===== config.mk =====
export PLATFORM = sky130hd
export DESIGN_NAME = pll_phase_ctrl
export DESIGN_NICKNAME = d
export VERILOG_FILES = /design/src/rtl/pll_phase_ctrl_pkg.sv /design/src/rtl/pll_lock_qual.sv /design/src/rtl/pll_phase_ctrl.sv
export SDC_FILE = /design/constraint.sdc
export NUM_CORES = 1
export LEC_CHECK = 0
export CAP_MARGIN = 20
export CORE_MARGIN = 2
export CORE_UTILIZATION = 58
export CTS_BUF_LIST = sky130_fd_sc_hd__clkbuf_4 sky130_fd_sc_hd__clkbuf_8
export DETAILED_ROUTE_END_ITERATION = 8
export PLACE_DENSITY = 0.83
export REMOVE_ABC_BUFFERS = 1
export SLEW_MARGIN = 20
export SYNTH_ARGS = -nofsm -noshare
export SYNTH_HDL_FRONTEND = slang
export SYNTH_SLANG_ARGS = --single-unit

===== constraint.sdc =====
create_clock -name CLK -period 3.7 [get_ports CLK]
set_input_delay 1.11 -clock CLK [delete_from_list [all_inputs] [get_ports CLK]]
set_output_delay 1.11 -clock CLK [all_outputs]
set_load 0.02 [all_outputs]

===== src/rtl/pll_phase_ctrl_pkg.sv =====
// Shared definitions for the PF_CCC PLL sequencer: state encoding, REQ_SEL bit
// positions and small state-class helpers.
package pll_phase_ctrl_pkg;

  typedef logic [2:0] state_t;

  // IDLE and every request state encode at or above ST_IDLE.
  localparam state_t ST_PWRDN     = 3'd0;
  localparam state_t ST_WAIT_LOCK = 3'd1;
  localparam state_t ST_FAIL      = 3'd2;
  localparam state_t ST_IDLE      = 3'd3;
  localparam state_t ST_SETUP     = 3'd4;
  localparam state_t ST_ROT_HI    = 3'd5;
  localparam state_t ST_ROT_LO    = 3'd6;
  localparam state_t ST_LOAD      = 3'd7;

  localparam int SEL_OUT0 = 0;
  localparam int SEL_OUT2 = 1;
  localparam int SEL_OUT3 = 2;

  function automatic logic st_locked(input state_t st);
    return st >= ST_IDLE;
  endfunction

  function automatic logic st_busy(input state_t st);
    return st >= ST_SETUP;
  endfunction

endpackage


===== src/rtl/pll_lock_qual.sv =====
// PLL lock synchronizer plus a run-length qualifier; the run only advances
// while enabled, so the sequencer controls when a lock attempt is counted.
module pll_lock_qual
  #(parameter int LOCK_STABLE = 256)
  (
    input  logic clk_i,
    input  logic rst_i,
    input  logic en_i,
    input  logic lock_i,
    output logic lock_s_o,
    output logic lock_ok_o
  );

  localparam int RUN_W = $clog2(LOCK_STABLE + 1);
  localparam logic [RUN_W-1:0] RUN_LAST = RUN_W'(LOCK_STABLE - 1);

  logic             sync1_q, sync2_q;
  logic [RUN_W-1:0] run_q, run_d;

  always_comb begin
    run_d = '0;
    if (en_i && sync2_q)
      run_d = (run_q == RUN_LAST) ? run_q : run_q + RUN_W'(1);
  end

  always_ff @(posedge clk_i) begin
    if (rst_i) begin
      sync1_q <= 1'b0;
      sync2_q <= 1'b0;
      run_q   <= '0;
    end else begin
      sync1_q <= lock_i;
      sync2_q <= sync1_q;
      run_q   <= run_d;
    end
  end

  assign lock_s_o  = sync2_q;
  assign lock_ok_o = en_i && sync2_q && (run_q == RUN_LAST);

endmodule


===== src/rtl/pll_phase_ctrl.sv =====
// PF_CCC PLL sequencer: power-up, lock qualification, dynamic phase stepping
// with per-output phase tracking and automatic relock on lock loss.
module pll_phase_ctrl
  import pll_phase_ctrl_pkg::*;
  #(
    parameter int PD_CYCLES    = 64,
    parameter int LOCK_TIMEOUT = 65536,
    parameter int LOCK_STABLE  = 256,
    parameter int ROT_HI       = 2,
    parameter int ROT_LO       = 2,
    parameter int LOAD_CYCLES  = 2,
    parameter int STEP_W       = 6,
    parameter int PHASE_W      = 6
  )
  (
    input  logic               CLK,
    input  logic               RESET,
    input  logic               REQ_VALID,
    output logic               REQ_READY,
    input  logic [2:0]         REQ_SEL,
    input  logic               REQ_DIR,
    input  logic [STEP_W-1:0]  REQ_STEPS,
    output logic               DONE,
    output logic               BUSY,
    output logic               PLL_READY,
    output logic               LOCK_ERR,
    output logic [7:0]         RELOCK_CNT,
    output logic [PHASE_W-1:0] PHASE0,
    output logic [PHASE_W-1:0] PHASE2,
    output logic [PHASE_W-1:0] PHASE3,
    input  logic               PLL_LOCK_0,
    output logic               PLL_POWERDOWN_N_0,
    output logic               PHASE_OUT0_SEL_0,
    output logic               PHASE_OUT2_SEL_0,
    output logic               PHASE_OUT3_SEL_0,
    output logic               PHASE_DIRECTION_0,
    output logic               PHASE_ROTATE_0,
    output logic               LOAD_PHASE_N_0
  );

  localparam int CNT_W = $clog2(PD_CYCLES + LOCK_TIMEOUT + ROT_HI + ROT_LO + LOAD_CYCLES + 1);
  localparam logic [CNT_W-1:0] PD_LAST = CNT_W'(PD_CYCLES - 1);
  localparam logic [CNT_W-1:0] TO_LAST = CNT_W'(LOCK_TIMEOUT - 1);
  localparam logic [CNT_W-1:0] RH_LAST = CNT_W'(ROT_HI - 1);
  localparam logic [CNT_W-1:0] RL_LAST = CNT_W'(ROT_LO - 1);
  localparam logic [CNT_W-1:0] LD_LAST = CNT_W'(LOAD_CYCLES - 1);

  state_t                  state_q, state_d;
  logic [CNT_W-1:0]        cnt_q, cnt_d;
  logic [STEP_W-1:0]       steps_q, steps_d;
  logic [2:0]              sel_q, sel_d;
  logic                    dir_q, dir_d;
  logic [2:0][PHASE_W-1:0] ph_q, ph_d;
  logic                    err_q, err_d;
  logic [7:0]              relock_q, relock_d;
  logic                    done_d;
  logic                    lock_s, lock_ok, lost;

  logic       pd_n_q, rot_q, load_n_q, dir_pin_q;
  logic [2:0] sel_pin_q;
  logic       ready_q, done_q, busy_q, pll_ready_q;

  pll_lock_qual #(.LOCK_STABLE(LOCK_STABLE)) u_lock_qual (
    .clk_i    (CLK),
    .rst_i    (RESET),
    .en_i     (state_q == ST_WAIT_LOCK),
    .lock_i   (PLL_LOCK_0),
    .lock_s_o (lock_s),
    .lock_ok_o(lock_ok)
  );

  assign lost = st_locked(state_q) && !lock_s;

  always_comb begin
    state_d  = state_q;
    cnt_d    = cnt_q + CNT_W'(1);
    steps_d  = steps_q;
    sel_d    = sel_q;
    dir_d    = dir_q;
    ph_d     = ph_q;
    err_d    = err_q;
    relock_d = relock_q;
    done_d   = 1'b0;

    case (state_q)
      ST_PWRDN:
        if (cnt_q == PD_LAST) begin
          state_d = ST_WAIT_LOCK;
          cnt_d   = '0;
        end
      ST_WAIT_LOCK:
        if (lock_ok) begin
          // A fresh lock restarts the PLL output phases from zero.
          state_d = ST_IDLE;
          cnt_d   = '0;
          ph_d    = '0;
        end else if (cnt_q == TO_LAST) begin
          state_d = ST_FAIL;
          cnt_d   = '0;
        end
      ST_FAIL: begin
        state_d = ST_PWRDN;
        cnt_d   = '0;
      end
      ST_IDLE: begin
        cnt_d = '0;
        if (REQ_VALID) begin
          sel_d   = REQ_SEL;
          dir_d   = REQ_DIR;
          steps_d = REQ_STEPS;
          if (REQ_STEPS == '0 || REQ_SEL == 3'b000) done_d  = 1'b1;
          else                                       state_d = ST_SETUP;
        end
      end
      ST_SETUP: begin
        state_d = ST_ROT_HI;
        cnt_d   = '0;
      end
      ST_ROT_HI:
        if (cnt_q == RH_LAST) begin
          state_d = ST_ROT_LO;
          cnt_d   = '0;
        end
      ST_ROT_LO:
        if (cnt_q == RL_LAST) begin
          cnt_d = '0;
          if (steps_q == STEP_W'(1)) begin
            state_d = ST_LOAD;
          end else begin
            state_d = ST_ROT_HI;
            steps_d = steps_q - STEP_W'(1);
          end
        end
      ST_LOAD:
        if (cnt_q == LD_LAST) begin
          state_d = ST_IDLE;
          cnt_d   = '0;
          done_d  = 1'b1;
        end
      default: begin
        state_d = ST_PWRDN;
        cnt_d   = '0;
      end
    endcase

    if (lost) begin
      state_d = ST_PWRDN;
      cnt_d   = '0;
      done_d  = 1'b0;
    end

    if (lost || state_d == ST_FAIL) begin
      err_d = 1'b1;
      if (relock_q != 8'hFF) relock_d = relock_q + 8'd1;
    end

    if (state_d == ST_ROT_HI && state_q != ST_ROT_HI) begin
      for (int i = 0; i < 3; i++)
        if (sel_q[i]) ph_d[i] = dir_q ? ph_q[i] + PHASE_W'(1) : ph_q[i] - PHASE_W'(1);
    end
  end

  // Pins are registered from the next state so they never see inputs combinationally.
  always_ff @(posedge CLK) begin
    if (RESET) begin
      state_q     <= ST_PWRDN;
      cnt_q       <= '0;
      steps_q     <= '0;
      sel_q       <= '0;
      dir_q       <= 1'b0;
      ph_q        <= '0;
      err_q       <= 1'b0;
      relock_q    <= '0;
      pd_n_q      <= 1'b0;
      rot_q       <= 1'b0;
      load_n_q    <= 1'b1;
      sel_pin_q   <= '0;
      dir_pin_q   <= 1'b0;
      ready_q     <= 1'b0;
      done_q      <= 1'b0;
      busy_q      <= 1'b0;
      pll_ready_q <= 1'b0;
    end else begin
      state_q     <= state_d;
      cnt_q       <= cnt_d;
      steps_q     <= steps_d;
      sel_q       <= sel_d;
      dir_q       <= dir_d;
      ph_q        <= ph_d;
      err_q       <= err_d;
      relock_q    <= relock_d;
      pd_n_q      <= state_d != ST_PWRDN;
      rot_q       <= state_d == ST_ROT_HI;
      load_n_q    <= state_d != ST_LOAD;
      sel_pin_q   <= st_busy(state_d) ? sel_d : 3'b000;
      dir_pin_q   <= st_busy(state_d) && dir_d;
      ready_q     <= state_d == ST_IDLE;
      done_q      <= done_d;
      busy_q      <= st_busy(state_d);
      pll_ready_q <= st_locked(state_d);
    end
  end

  assign REQ_READY         = ready_q;
  assign DONE              = done_q;
  assign BUSY              = busy_q;
  assign PLL_READY         = pll_ready_q;
  assign LOCK_ERR          = err_q;
  assign RELOCK_CNT        = relock_q;
  assign PHASE0            = ph_q[SEL_OUT0];
  assign PHASE2            = ph_q[SEL_OUT2];
  assign PHASE3            = ph_q[SEL_OUT3];
  assign PLL_POWERDOWN_N_0 = pd_n_q;
  assign PHASE_OUT0_SEL_0  = sel_pin_q[SEL_OUT0];
  assign PHASE_OUT2_SEL_0  = sel_pin_q[SEL_OUT2];
  assign PHASE_OUT3_SEL_0  = sel_pin_q[SEL_OUT3];
  assign PHASE_DIRECTION_0 = dir_pin_q;
  assign PHASE_ROTATE_0    = rot_q;
  assign LOAD_PHASE_N_0    = load_n_q;

endmodule

* Word-level counts from Yosys, hierarchy flattened
Index checks and enable logic that the tools add are counted.
** Storage, ports and cells
- Register bits :: 79
- Bits of input ports :: 14
- Output and inout port bits :: 38
- Word-level logic and storage cells :: 115
** Cells by class
- Add/subtract/negate cells :: 10
- Order comparisons :: 3
- Eq/ne operators :: 21
- Mux-type cells :: 37
- Bitwise logic cells :: 2
- Reduce and logical (&&, ||, !) cells :: 20
** Operators with widths (number)
- 17-bit two-way mux :: 4
- 17-bit one-hot mux with 4 select lines :: 1
- 18-bit two-way mux :: 3
- 6-bit two-way mux :: 9
- 3-bit two-way mux :: 11
- 3-bit one-hot mux with 8 select lines :: 1
- 6-bit by 1-bit subtractor with 6-bit output, second input constant :: 4
- 6-bit by 1-bit adder with 6-bit output, second input constant :: 3
- 17-bit by 1-bit adder with 17-bit output, second input constant :: 1
- 17-bit by 1-bit == test with 1-bit output, second input constant :: 1
- 17-bit by 16-bit == test with 1-bit output, second input constant :: 1
- 17-bit by 6-bit == test with 1-bit output, second input constant :: 1
- 3-bit == test, second input constant :: 5
- 3-bit by 2-bit == test with 1-bit output, second input constant :: 4
- 6-bit one-hot mux with 2 select lines :: 1
- 9-bit by 1-bit adder with 9-bit output, second input constant :: 1
- 9-bit by 8-bit == test with 1-bit output, second input constant :: 1
- 8-bit by 1-bit adder with 8-bit output, second input constant :: 1
- 8-bit inequality test, second input constant :: 1
- 6-bit by 1-bit == test with 1-bit output, second input constant :: 1
- 3-bit by 2-bit greater-or-equal comparator with 1-bit output, second input constant :: 2
- 3-bit logical NOT :: 2
- 6-bit logical NOT :: 1
- 2-bit inequality test, second input constant :: 3
- other kinds (16) :: 30

* Depth between registers and ports, before layout
- Word-level depth :: 9
- Mapped depth :: 16

* By module
Synthesis repeated with hierarchy kept, for this count alone.
** Unflattened totals
- Cell total of the unflattened synthesis :: 487
- Area total of the unflattened synthesis :: 4134.0 µm²
** By module, submodules not included
- pll_phase_ctrl :: times used 1, cells each 437, area an instance 3658.5 µm², seq. area each 1361.3 µm²
- pll_lock_qual :: times used 1, cells each 50, area an instance 475.5 µm², seq. area each 220.2 µm²

* Worst setup path after synthesis
Ideal clock, no wire load.
- Kind :: reg2reg
- Start :: register cnt_q[0]
- End :: register relock_q[4] (netlist: RELOCK_CNT[4])
- Setup time :: 0.121 ns
- Arrival time :: 3.018 ns
- Data required time :: 3.579 ns
- Path slack :: 0.562 ns
- Cell stages (with the launch flop) :: 16
- Buffers on the path :: 1
- Clock period less this slack :: 3.138 ns
- Path through :: dfxtp_1 ha_1 and3_1 nand3_1 nor2_1 nand3_1 inv_1 ha_1 a21boi_0 o21ai_0 or3_1 o211ai_1 nor2_1 buf_2 nor4_1 mux2_2
** On the way
- Cells in the longest elaborated chain, start to end :: 8
- Elaborated cells between the ends (all ways) :: 14
- Those cells by class :: eq/ne (4); mux (8); reduce/logical (2)
** Ends and longest elaborated chain
- start, declared :: RTL line pll_phase_ctrl.sv:49 : logic [CNT_W-1:0] cnt_q, cnt_d;
- start signal, assigned :: RTL line pll_phase_ctrl.sv:185 : cnt_q <= cnt_d;
- 17-bit by 16-bit == test with 1-bit output :: RTL line pll_phase_ctrl.sv:97 : end else if (cnt_q == TO_LAST) begin
- 3-bit two-way mux :: RTL line pll_phase_ctrl.sv:97
- 3-bit two-way mux :: RTL line pll_phase_ctrl.sv:92 : if (lock_ok) begin
- 3-bit one-hot mux with 8 select lines (*) :: RTL line pll_phase_ctrl.sv:85 : case (state_q)
- 3-bit two-way mux (*) :: RTL line pll_phase_ctrl.sv:146 : if (lost) begin
- 3-bit by 2-bit == test with 1-bit output (*) :: RTL line pll_phase_ctrl.sv:152 : if (lost || state_d == ST_FAIL) begin
- 1-bit logical OR (*) :: RTL line pll_phase_ctrl.sv:152
- 2-bit AND reduction (no source line) (*)
- end signal, assigned :: RTL line pll_phase_ctrl.sv:191 : relock_q <= relock_d;
- end, declared :: RTL line pll_phase_ctrl.sv:55 : logic [7:0] relock_q, relock_d;
Every way passes the cells marked *; elsewhere a longest branch is shown, timed or not.
A chain may end at the register's enable or synchronous reset.

* Worst setup path after layout
- Start :: register cnt_q[0]
- End :: register relock_q[5] (netlist: RELOCK_CNT[5])
Same word-level chain as after synthesis.

==> flow_summary.json <==
{
  "htree_num_levels": 3,
  "r2r_cells": 15,
  "worstPathArrival_ns": 3.61,
  "async_flop_share_pct": 0,
  "rrSetupSlack_ns": 0.33,
  "max_freq_ghz": 0.2970,
  "top_layer": "met4",
  "worst_ep_required_time_ns": 3.94,
  "relSlewSlack_pct": 56.87,
  "period_minus_slack_ns": 3.367,
  "final-hold-violation-count": 0,
  "nets": 568,
  "r2r-start": "cnt_q[0]$_SDFF_PP0_",
  "yosysSeqAreaShare_pct": 37.73,
  "synth_simple_gate_area_share_pct": 24.18,
  "final_util_pct": 72.12,
  "syn_area_per_cell_um2": 8.678,
  "clock-sinks": 79,
  "finalSetupViolCount": 0,
  "synth_common_cells": "dfxtp_1 (79), nor2_1 (61), a21oi_1 (33)",
  "end_kind": "flop",
  "clk_pin_slew_ns": 0.08,
  "clk_latency_ns": 0.34,
  "synth_top_family_by_area": "simple AND/OR/NAND/NOR gates",
  "startpoint_type": "flop",
  "ys_types": 57,
  "hold_path.class": "flop to flop",
  "fin_tns_setup_ns": 0,
  "hold_slack_ns": 0.4591,
  "drv_cap": 0,
  "synthAdderAreaFrac_pct": 7.701,
  "die_w_um": 89.01,
  "synth_area_um2": 4192,
  "dr_wl_met3_um": 468,
  "vias_per_cell": 5.870,
  "detail-route-antenna-nets": 0,
  "crit_path_start": "cnt_q[0]$_SDFF_PP0_",
  "grt_max_degree": 52,
  "post_cts_buffers": 0,
  "core_um2": 6907,
  "ys_ff_latch": 79,
  "worst-path-buf-inv": 2,
  "boundaryPins": 52,
  "gp_congestion": 0.9117,
  "drt-wirelength-per-cell_um": 14.82,
  "clockBufferDepth": 2,
  "dp_hpwl_um": 6727,
  "die-area_um2": 7923,
  "r2r-end": "RELOCK_CNT[5]$_SDFFE_PP0P_",
  "grt_pass1_wl_um": 15620,
  "slew_violations": 0,
  "grt_setup_unrepaired": "no",
  "synth_xor_xnor_area_share_pct": 6.896,
  "fin_crit_sh_pct": 90.99,
  "synth_edf_count": 0,
  "worstSetupPathType": "flop to flop",
  "endpoint": "RELOCK_CNT[5]$_SDFFE_PP0P_",
  "area_growth_pct": 18.84,
  "vias": 3704,
  "skew_ns": 0.006023,
  "portBuffers": 51,
  "cts_root_buffer": "clkbuf_8",
  "initial_core_util_pct": 60.69,
  "syn_inst": 483,
  "synth_top_area_cell": "dfxtp_1",
  "ir_drop_uv": 224.9,
  "wl_met2_um": 4520,
  "post-synth-top-count-cell": "dfxtp_1",
  "synth-main-ff-cell": "dfxtp_1",
  "antenna_found_initial": 0,
  "cts_buffers": 9,
  "crit_chain": "ha_1 > and3_1 > nand3_1 > nor2_1 > nand3_1 > inv_1 > ha_1 > a21boi_1 > o21ai_0 > or3_1 > o211ai_1 > nor2_1 > buf_4 > nor4_1 > mux2_2",
  "crit_cells": 15,
  "wirelength_um": 9352,
  "drt_iter0_drc": 232,
  "synthTopCellsByArea": "dfxtp_1 (38%), ha_1 (6.3%), nor2_1 (5.5%)",
  "power_leakage_uw": 0.001886,
  "fp-row-count": 30,
  "tightest_slew_ns": 0.6454,
  "synth_mux_area_share_pct": 3.313,
  "status": "finished clean",
  "dr.pass1.iters": 5,
  "met1_length_um": 4286,
  "grt_usage_pct": 24.73,
  "grt_pass1_vias": 3460,
  "cts_tree": "done",
  "synth_compound_area_share_pct": 16.03,
  "overflow": 0,
  "cpPeakStageDelay_ns": 0.40,
  "die_y_um": 89.01,
  "synth.top_cell.area_share_pct": 37.73,
  "cpMaxStageDelayCell": "dfxtp_1",
  "drive_above_1_share_pct": 8.598,
  "drcViolationCount": 0,
  "cp_top_family": "simple AND/OR/NAND/NOR gates",
  "cellPowerDensity_nw_per_um2": 311.8,
  "ys_warn_count": 0,
  "antenna_cells": 0,
  "cp_max_fo": 12
}
## stage by stage
| step | power [µW] | area [µm²] | setup slack [ns] | std cells |
|---|---|---|---|---|
| 2_1_floorplan | 895.3 | 4085 | 0.4245 | 459 |
| 3_3_place_gp | 924.6 | 4778 | 0.08759 | 615 |
| 3_5_place_dp | 926.2 | 4778 | 0.02126 | 615 |
| 4_1_cts | 1563 | 4981 | 0.3104 | 631 |
| 5_1_grt | 1611 | 4981 | 0.04639 | 631 |
| 6_report | 1553 | 4981 | 0.3332 | 631 |
## layer usage
metal  GRT usage (%)  vias to the layer above
li1                -                     1815
met1           32.64                     1762
met2           41.66                      115
met3           6.279                       12
met4           4.478                        0
met5               0                        -
## kinds of logic (layout without fill, tap and decap cells)
family                   Yosys count  after routing
adder cells (fa/ha/maj)           24             24
XOR/XNOR                          33             33
AO/OA/AOI/OAI                     97             97
flip-flops                        79             79
buffers and inverters             42             94
AND/OR/NAND/NOR                  195            195
multiplexers                      13             13
## worst min-delay path by stage
stage / cells after the start / slack (ns) / end / startpoint
after floorplan: 1 / 0.41 / u_lock_qual.lock_s_o$_SDFF_PP0_ / u_lock_qual.sync1_q$_SDFF_PP0_
after CTS: 1 / 0.46 / u_lock_qual.lock_s_o$_SDFF_PP0_ / u_lock_qual.sync1_q$_SDFF_PP0_
after global placement: 1 / 0.43 / u_lock_qual.lock_s_o$_SDFF_PP0_ / u_lock_qual.sync1_q$_SDFF_PP0_
after detailed placement: 1 / 0.45 / u_lock_qual.lock_s_o$_SDFF_PP0_ / u_lock_qual.sync1_q$_SDFF_PP0_
after global routing: 1 / 0.46 / u_lock_qual.lock_s_o$_SDFF_PP0_ / u_lock_qual.sync1_q$_SDFF_PP0_
final: 1 / 0.46 / u_lock_qual.lock_s_o$_SDFF_PP0_ / u_lock_qual.sync1_q$_SDFF_PP0_
## layout make-up
type,count,area [µm²]
clock buffers,13,160.2
flip-flops and latches,79,1582
repair buffers,60,573.1
multi-input cells,362,2436
fillers,554,1926
well taps,96,120.1
clock inverters,3,42.54
inverters,18,67.56
## worst reg2reg max path, stage by stage, from the launching register on
cell,delay (ns)
dfxtp_1,0.40
ha_1,0.20
and3_1,0.22
nand3_1,0.13
nor2_1,0.19
nand3_1,0.12
inv_1,0.07
ha_1,0.18
a21boi_1,0.23
o21ai_0,0.10
or3_1,0.35
o211ai_1,0.13
nor2_1,0.07
buf_4,0.18
nor4_1,0.33
mux2_2,0.37
## placed cells by master, fill, tap and decap left out, types with 17 or more instances in the layout
cell type	Yosys	final
ha_1	21	21
xnor2_1	17	17
nand3_1	32	32
nor2_1	61	61
a21oi_1	33	33
nand2_1	20	20
inv_1	18	18
clkdlybuf4s50_1	0	50
dfxtp_1	79	79
o21ai_0	17	17
## what timing repair did
action	4_1_cts	5_1_grt
gates resized for setup	0	1
endpoints found under the setup margin	0	4
hold buffers	0	0
## state kept, by name, summed over array words and instances, names as in the netlist, 3 cells and up
| register | cells |
|---|---|
| PHASE0 | 6 |
| PHASE2 | 6 |
| PHASE3 | 6 |
| RELOCK_CNT | 8 |
| cnt_q | 17 |
| sel_pin_q | 3 |
| sel_q | 3 |
| state_q | 3 |
| steps_q | 6 |
| u_lock_qual.run_q | 9 |
## where the power goes
part	switching (µW)	leakage [µW]	internal, µW	total [µW]
clock network	294	0.000104	352	647
registers	4.64	0.000637	853	858
logic	27.1	0.00114	21.5	48.6
total	326	0.00189	1230	1550
No activity file was read; power rests on OpenSTA's default activity.
